### src/rtl/id_stage_pipe.sv
// Registered RV32I/RV64I decode stage with a one-entry output register.
// Latency 1: fields and regfile data captured on accept; read addresses are combinational.
// Backpressure: in_ready = !out_valid | out_ready; a held entry is stable until consumed.
module id_stage_pipe #(
  parameter int XLEN    = 64,
  parameter bit RV64_EN = 1'b1
) (
  input  logic            clk,
  input  logic            rst,
  input  logic            in_valid,
  output logic            in_ready,
  input  logic [31:0]     inst_i,
  input  logic [XLEN-1:0] inst_addr_i,
  input  logic            flush_i,
  output logic [4:0]      rs1_addr_o,
  output logic [4:0]      rs2_addr_o,
  input  logic [XLEN-1:0] rs1_data_i,
  input  logic [XLEN-1:0] rs2_data_i,
  output logic            out_valid,
  input  logic            out_ready,
  output logic [31:0]     inst_o,
  output logic [XLEN-1:0] inst_addr_o,
  output logic [XLEN-1:0] op1_o,
  output logic [XLEN-1:0] op2_o,
  output logic [4:0]      rd_addr_o,
  output logic            reg_wen_o,
  output logic [XLEN-1:0] base_addr_o,
  output logic [XLEN-1:0] offset_addr_o,
  output logic            mem_ren_o,
  output logic            mem_wen_o,
  output logic [1:0]      mem_size_o,
  output logic            mem_unsigned_o,
  output logic            word_op_o,
  output logic            illegal_o
);

  localparam bit RV64 = (XLEN == 64) && RV64_EN;
  localparam int SHW  = (XLEN == 64) ? 6 : 5;

  localparam logic [6:0] OPC_OP_IMM   = 7'b0010011;
  localparam logic [6:0] OPC_OP       = 7'b0110011;
  localparam logic [6:0] OPC_OP_IMM32 = 7'b0011011;
  localparam logic [6:0] OPC_OP32     = 7'b0111011;
  localparam logic [6:0] OPC_BRANCH   = 7'b1100011;
  localparam logic [6:0] OPC_JAL      = 7'b1101111;
  localparam logic [6:0] OPC_JALR     = 7'b1100111;
  localparam logic [6:0] OPC_LUI      = 7'b0110111;
  localparam logic [6:0] OPC_AUIPC    = 7'b0010111;
  localparam logic [6:0] OPC_LOAD     = 7'b0000011;
  localparam logic [6:0] OPC_STORE    = 7'b0100011;

  typedef struct packed {
    logic [31:0]     inst;
    logic [XLEN-1:0] pc;
    logic [XLEN-1:0] op1;
    logic [XLEN-1:0] op2;
    logic [XLEN-1:0] base;
    logic [XLEN-1:0] offset;
    logic [4:0]      rd;
    logic            reg_wen;
    logic            mem_ren;
    logic            mem_wen;
    logic [1:0]      mem_size;
    logic            mem_unsigned;
    logic            word_op;
    logic            illegal;
  } dec_t;

  logic [6:0] opcode;
  logic [2:0] f3;
  logic [6:0] f7;
  logic [6:0] f7_shift;
  logic [63:0] imm_i64, imm_s64, imm_b64, imm_u64, imm_j64;
  logic [XLEN-1:0] imm_i, imm_s, imm_b, imm_u, imm_j, shamt;
  logic       legal;
  logic       accept;
  dec_t       d;
  dec_t       q;

  assign opcode = inst_i[6:0];
  assign f3     = inst_i[14:12];
  assign f7     = inst_i[31:25];
  // On RV64 the shamt borrows inst[25], so only the upper six funct bits qualify the shift.
  assign f7_shift = (XLEN == 64) ? {inst_i[31:26], 1'b0} : inst_i[31:25];

  assign imm_i64 = {{52{inst_i[31]}}, inst_i[31:20]};
  assign imm_s64 = {{52{inst_i[31]}}, inst_i[31:25], inst_i[11:7]};
  assign imm_b64 = {{52{inst_i[31]}}, inst_i[7], inst_i[30:25], inst_i[11:8], 1'b0};
  assign imm_u64 = {{32{inst_i[31]}}, inst_i[31:12], 12'b0};
  assign imm_j64 = {{44{inst_i[31]}}, inst_i[19:12], inst_i[20], inst_i[30:21], 1'b0};
  assign imm_i   = imm_i64[XLEN-1:0];
  assign imm_s   = imm_s64[XLEN-1:0];
  assign imm_b   = imm_b64[XLEN-1:0];
  assign imm_u   = imm_u64[XLEN-1:0];
  assign imm_j   = imm_j64[XLEN-1:0];
  assign shamt   = XLEN'(inst_i[20 +: SHW]);

  always_comb begin
    rs1_addr_o = 5'd0;
    rs2_addr_o = 5'd0;
    case (opcode)
      OPC_OP_IMM, OPC_JALR, OPC_LOAD: rs1_addr_o = inst_i[19:15];
      OPC_OP, OPC_BRANCH, OPC_STORE: begin
        rs1_addr_o = inst_i[19:15];
        rs2_addr_o = inst_i[24:20];
      end
      OPC_OP_IMM32: if (RV64) rs1_addr_o = inst_i[19:15];
      OPC_OP32: if (RV64) begin
        rs1_addr_o = inst_i[19:15];
        rs2_addr_o = inst_i[24:20];
      end
      default: ;
    endcase
  end

  always_comb begin
    d         = '0;
    legal     = 1'b1;
    d.inst    = inst_i;
    d.pc      = inst_addr_i;
    d.rd      = inst_i[11:7];
    case (opcode)
      OPC_OP_IMM: begin
        d.op1     = rs1_data_i;
        d.reg_wen = 1'b1;
        case (f3)
          3'b001: begin
            d.op2 = shamt;
            legal = (f7_shift == 7'b0);
          end
          3'b101: begin
            d.op2 = shamt;
            legal = (f7_shift == 7'b0) || (f7_shift == 7'b0100000);
          end
          default: d.op2 = imm_i;
        endcase
      end
      OPC_OP: begin
        d.op1     = rs1_data_i;
        d.reg_wen = 1'b1;
        d.op2     = (f3 == 3'b001 || f3 == 3'b101) ? XLEN'(rs2_data_i[SHW-1:0]) : rs2_data_i;
        legal     = (f7 == 7'b0) || (f7 == 7'b0100000 && (f3 == 3'b000 || f3 == 3'b101));
      end
      OPC_OP_IMM32: begin
        d.op1     = rs1_data_i;
        d.reg_wen = 1'b1;
        d.word_op = 1'b1;
        case (f3)
          3'b000:  d.op2 = imm_i;
          3'b001: begin
            d.op2 = XLEN'(inst_i[24:20]);
            legal = (f7 == 7'b0);
          end
          3'b101: begin
            d.op2 = XLEN'(inst_i[24:20]);
            legal = (f7 == 7'b0) || (f7 == 7'b0100000);
          end
          default: legal = 1'b0;
        endcase
        if (!RV64) legal = 1'b0;
      end
      OPC_OP32: begin
        d.op1     = rs1_data_i;
        d.reg_wen = 1'b1;
        d.word_op = 1'b1;
        case (f3)
          3'b000: begin
            d.op2 = rs2_data_i;
            legal = (f7 == 7'b0) || (f7 == 7'b0100000);
          end
          3'b001: begin
            d.op2 = XLEN'(rs2_data_i[4:0]);
            legal = (f7 == 7'b0);
          end
          3'b101: begin
            d.op2 = XLEN'(rs2_data_i[4:0]);
            legal = (f7 == 7'b0) || (f7 == 7'b0100000);
          end
          default: legal = 1'b0;
        endcase
        if (!RV64) legal = 1'b0;
      end
      OPC_BRANCH: begin
        d.op1    = rs1_data_i;
        d.op2    = rs2_data_i;
        d.base   = inst_addr_i;
        d.offset = imm_b;
        legal    = (f3 != 3'b010) && (f3 != 3'b011);
      end
      OPC_JAL: begin
        d.op1     = inst_addr_i;
        d.op2     = XLEN'(4);
        d.base    = inst_addr_i;
        d.offset  = imm_j;
        d.reg_wen = 1'b1;
      end
      OPC_JALR: begin
        d.op1     = inst_addr_i;
        d.op2     = XLEN'(4);
        d.base    = rs1_data_i;
        d.offset  = imm_i;
        d.reg_wen = 1'b1;
        legal     = (f3 == 3'b000);
      end
      OPC_LUI: begin
        d.op2     = imm_u;
        d.reg_wen = 1'b1;
      end
      OPC_AUIPC: begin
        d.op1     = inst_addr_i;
        d.op2     = imm_u;
        d.reg_wen = 1'b1;
      end
      OPC_LOAD: begin
        d.base         = rs1_data_i;
        d.offset       = imm_i;
        d.mem_ren      = 1'b1;
        d.reg_wen      = 1'b1;
        d.mem_size     = f3[1:0];
        d.mem_unsigned = f3[2];
        legal          = (f3 != 3'b111) && (RV64 || (f3 != 3'b011 && f3 != 3'b110));
      end
      OPC_STORE: begin
        d.base     = rs1_data_i;
        d.offset   = imm_s;
        d.op2      = rs2_data_i;
        d.mem_wen  = 1'b1;
        d.mem_size = f3[1:0];
        legal      = !f3[2] && (RV64 || f3 != 3'b011);
      end
      default: legal = 1'b0;
    endcase

    if (!legal) begin
      d         = '0;
      d.inst    = inst_i;
      d.pc      = inst_addr_i;
      d.illegal = 1'b1;
    end else if (!d.reg_wen || d.rd == 5'd0) begin
      d.rd      = 5'd0;
      d.reg_wen = 1'b0;
    end
  end

  assign in_ready = !out_valid || out_ready;
  assign accept   = in_valid && in_ready && !flush_i;

  always_ff @(posedge clk) begin
    if (rst) begin
      out_valid <= 1'b0;
      q         <= '0;
    end else if (flush_i) begin
      out_valid <= 1'b0;
    end else if (accept) begin
      out_valid <= 1'b1;
      q         <= d;
    end else if (out_ready) begin
      out_valid <= 1'b0;
    end
  end

  assign inst_o         = q.inst;
  assign inst_addr_o    = q.pc;
  assign op1_o          = q.op1;
  assign op2_o          = q.op2;
  assign rd_addr_o      = q.rd;
  assign reg_wen_o      = q.reg_wen;
  assign base_addr_o    = q.base;
  assign offset_addr_o  = q.offset;
  assign mem_ren_o      = q.mem_ren;
  assign mem_wen_o      = q.mem_wen;
  assign mem_size_o     = q.mem_size;
  assign mem_unsigned_o = q.mem_unsigned;
  assign word_op_o      = q.word_op;
  assign illegal_o      = q.illegal;

endmodule
### config.mk
export PLATFORM = sky130hd
export DESIGN_NAME = id_stage_pipe
export DESIGN_NICKNAME = d
export VERILOG_FILES = /design/src/rtl/id_stage_pipe.sv
export SDC_FILE = /design/constraint.sdc
export NUM_CORES = 1
export LEC_CHECK = 0
export CAP_MARGIN = 10
export CELL_PAD_IN_SITES_DETAIL_PLACEMENT = 0
export CELL_PAD_IN_SITES_GLOBAL_PLACEMENT = 1
export CORE_AREA = 2 2 237 239
export CTS_CLUSTER_DIAMETER = 150
export DETAILED_ROUTE_END_ITERATION = 16
export DIE_AREA = 0 0 239 241
export PLACE_DENSITY = 0.72
export SETUP_SLACK_MARGIN = 0.02
export SLEW_MARGIN = 20
export SYNTH_ARGS = -nofsm -noshare
export SYNTH_HDL_FRONTEND = slang
export SYNTH_SLANG_ARGS = --single-unit
### constraint.sdc
create_clock -name clk -period 2.95 [get_ports clk]
set_input_delay 0.4425 -clock clk [delete_from_list [all_inputs] [get_ports clk]]
set_output_delay 0.4425 -clock clk [all_outputs]
set_load 0.02 [all_outputs]
==> run summary <==
Status: finished, final reports clean
Hold path endpoint: rd_addr_o[0]
Detailed Place HPWL: 44.8 mm
Vias in the first global route: 13604
Die H: 241 microns
Max Cap Violations: 0
FF-to-FF End: base_addr_o[54]
Crit path required time: 2.51 ns
Die area: 57600 sq um
Register area share after synthesis: 0.489
Wire length per cell: 21.3 microns
Critical path class: in2out
Core ar.: 54900 sq um
Post-Route Skew: 0.0168 ns
Setup TNS Final: 0 ns
Fmax: 364 MHz
R2r setup slk: 0.78 ns
Reg2reg path depth: 7
Cells after DPL: 2819
Syn. warnings: 0
IO buf count: 605
HP Start: rst
Synth Register Bits: 323
Layout fillers: 5561
Max clock buf depth: 3
Sink Count: 323
Post-Layout Cell Count: 2890
CP Launch Type: input port
H-tree lvl count: 2
Slew Viols, Final: 0
Primary FF master, synth: dfxtp_1
Power Total: 10.4 mW
Post-route clock period utilization: 0.931
Initial DRT Pass Iterations: 5
Hold depth: 5
Clk pin slew, worst setup/hold paths: 0.06 ns
Final wirelength: 61.4 mm
Syn_nets: 1824
Mapped Area: 13200 sq um
Hold Crit Class: in2reg
Initial DRC count: 739
Post-synth ARST share: 0
Pwr/cell area: 482 nW/um^2
# IOs: 606
Worst EP arrival: 2.30 ns
CTS tree: yes
Final ANT Viol Nets: 0
CTS root buf: clkbuf_16
Rel. slew slack: 0.461
Area grow syn2layout: 63.3%
Layout cells sized above 1: 0.105
Worst-Margin Slew: 0.809 ns
Drt drc: 0
Largest net degree at the start of global routing: 108
RePlAce Congestion: 0.834
Vias: 14009
R2r startpoint: out_valid
Post-layout net count: 2385
Initial Util: 0.241
Netlist cell types: 46
Cts bufs inserted: 39
Initial antenna violation count: 7
Remaining Overflow, GRT: 0
Mapped Cells: 1595
Postcts setup bufs: 0
Syn Area/Cell: 8.29 sq um
Die Wd: 239 microns
First-pass GRT wire length: 87.8 mm
Worst-Skew Late Latency: 0.57 ns
Fin util: 0.394
Fin. Hold Viols: 0
Rows: 86
LEAKAGE: 7.15 nW
Gr usage total: 0.202
Final Setup Violations: 0
Post-synth EDFFs: 0
Crit. End Element: output port
Crit path max fanout: 8
Unrepaired setup endpoints after global routing: no
Tmin final: 2.75 ns
Peak VDD IR: 0.299 mV
Detailed-route vias per instance: 4.85
## cell families after synthesis
| logic type | synth area share |
|---|---|
| AO/OA/AOI/OAI | 0.279 |
| AND/OR/NAND/NOR | 0.162 |
| flip-flops | 0.489 |
| buffers and inverters | 0.0700 |
| XOR/XNOR | 0.000662 |
## cells in the final DEF (no fill, tap or decap), types with 5 or more instances in the layout
| cell type | instances |
|---|---|
| nor2b_1 | 8 |
| clkbuf_8 | 8 |
| clkbuf_1 | 11 |
| o31ai_2 | 48 |
| clkbuf_16 | 41 |
| a221oi_1 | 20 |
| nand2b_1 | 5 |
| buf_12 | 20 |
| buf_4 | 83 |
| nor2_1 | 16 |
| dlygate4sd2_1 | 6 |
| and2_1 | 5 |
| dfxtp_1 | 323 |
| o21ai_0 | 83 |
| clkdlybuf4s50_1 | 593 |
| a22oi_1 | 142 |
| nand2_1 | 429 |
| nand3_1 | 21 |
| o21ai_1 | 89 |
| nor3_1 | 9 |
| inv_1 | 6 |
| o31ai_1 | 5 |
| a21oi_1 | 153 |
## synth_stat cells (2+ instances only)
cell	count	area (sq um)
a211oi_1	5	37.5
o31ai_1	5	37.5
nor2_1	21	78.8
nand3b_1	2	15.0
buf_4	45	338
o21ai_0	83	415
or3_1	3	18.8
a21oi_1	153	766
and2_1	5	31.3
nor2b_1	9	56.3
nor3b_1	3	22.5
a22oi_1	142	1070
inv_1	6	22.5
nor3_1	12	60.1
clkbuf_1	114	428
o21a_1	2	15.0
or2_1	2	12.5
nand3_1	21	105
nand4_1	3	18.8
nand2b_1	5	31.3
buf_2	11	55.1
buf_1	7	26.3
a31oi_1	2	12.5
dfxtp_1	323	6470
or4_1	2	15.0
a221oi_1	20	175
o21ai_1	90	450
buf_6	5	56.3
nand2_1	430	1610
o31ai_2	48	601
## per-layer routing
layer,vias to the layer above,share of wire,global-route usage
li1,6678,-,-
met1,6614,0.40,0.236
met2,590,0.47,0.339
met3,117,0.087,0.0653
met4,10,0.039,0.0850
met5,-,0.0010,0
## power by group
group / internal [mW] / total [mW] / switching [mW]
logic: 0.530 / 1.13 / 0.605
registers: 4.43 / 4.46 / 0.0323
clock network: 2.85 / 4.83 / 1.98
## area by class of cell
class                      count  area [sq um]  share of cell area
antenna                        3          7.51            0.000347
clock buffer                  60          1180              0.0545
clock inverter                 8          91.3             0.00423
inverter                       6          22.5             0.00104
multi-input combinational   1084          5950               0.275
sequential                   323          6470               0.299
tap                          704           881              0.0408
timing repair buffer         702          7010               0.324
## through the flow
| stage | hold WS (ns) | area (sq um) | setup WS (ns) |
|---|---|---|---|
| floorplan | 0.515 | 13200 | 0.478 |
| global placement | 0.433 | 20300 | -0.218 |
| detailed placement | 0.441 | 20300 | -0.250 |
| CTS | 0.373 | 21600 | 0.183 |
| global route | 0.421 | 21600 | 0.110 |
| finish | 0.403 | 21600 | 0.203 |
## worst max-delay path: stages
cell             delay, ns
clkdlybuf4s50_1       0.46
buf_12                0.16
or3_1                 0.36
a21oi_1               0.25
nor3_2                0.14
nor2b_1               0.14
dlygate4sd2_1         0.35
## worst max-delay path by stage
stage	startpoint	to	slack, ns	cells after the start
after global routing	inst_i[2]	rs1_addr_o[2]	0.11	7
after CTS	inst_i[2]	rs1_addr_o[0]	0.18	7
after global placement	inst_i[0]	rs1_addr_o[3]	-0.22	8
final	inst_i[2]	rs1_addr_o[0]	0.20	7
after detailed placement	inst_i[27]	op2_o[53]	-0.25	9
after floorplan	inst_i[2]	base_addr_o[24]	0.48	9
## sequential cells by signal, indices dropped and copies added, names as in the netlist
name,cells
mem_size_o,2
word_op_o,1
rd_addr_o,5
op1_o,64
out_valid,1
offset_addr_o,21
reg_wen_o,1
inst_addr_o,64
op2_o,64
mem_unsigned_o,1
illegal_o,1
mem_wen_o,1
base_addr_o,64
inst_o,32
mem_ren_o,1
## timing repair
| action | 4_1_cts | 5_1_grt |
|---|---|---|
| resized for setup | 7 | 0 |
| hold buffers | 0 | 0 |
| endpoints found under the setup margin | 5 | 0 |
(Power assumes the default switching activity.)
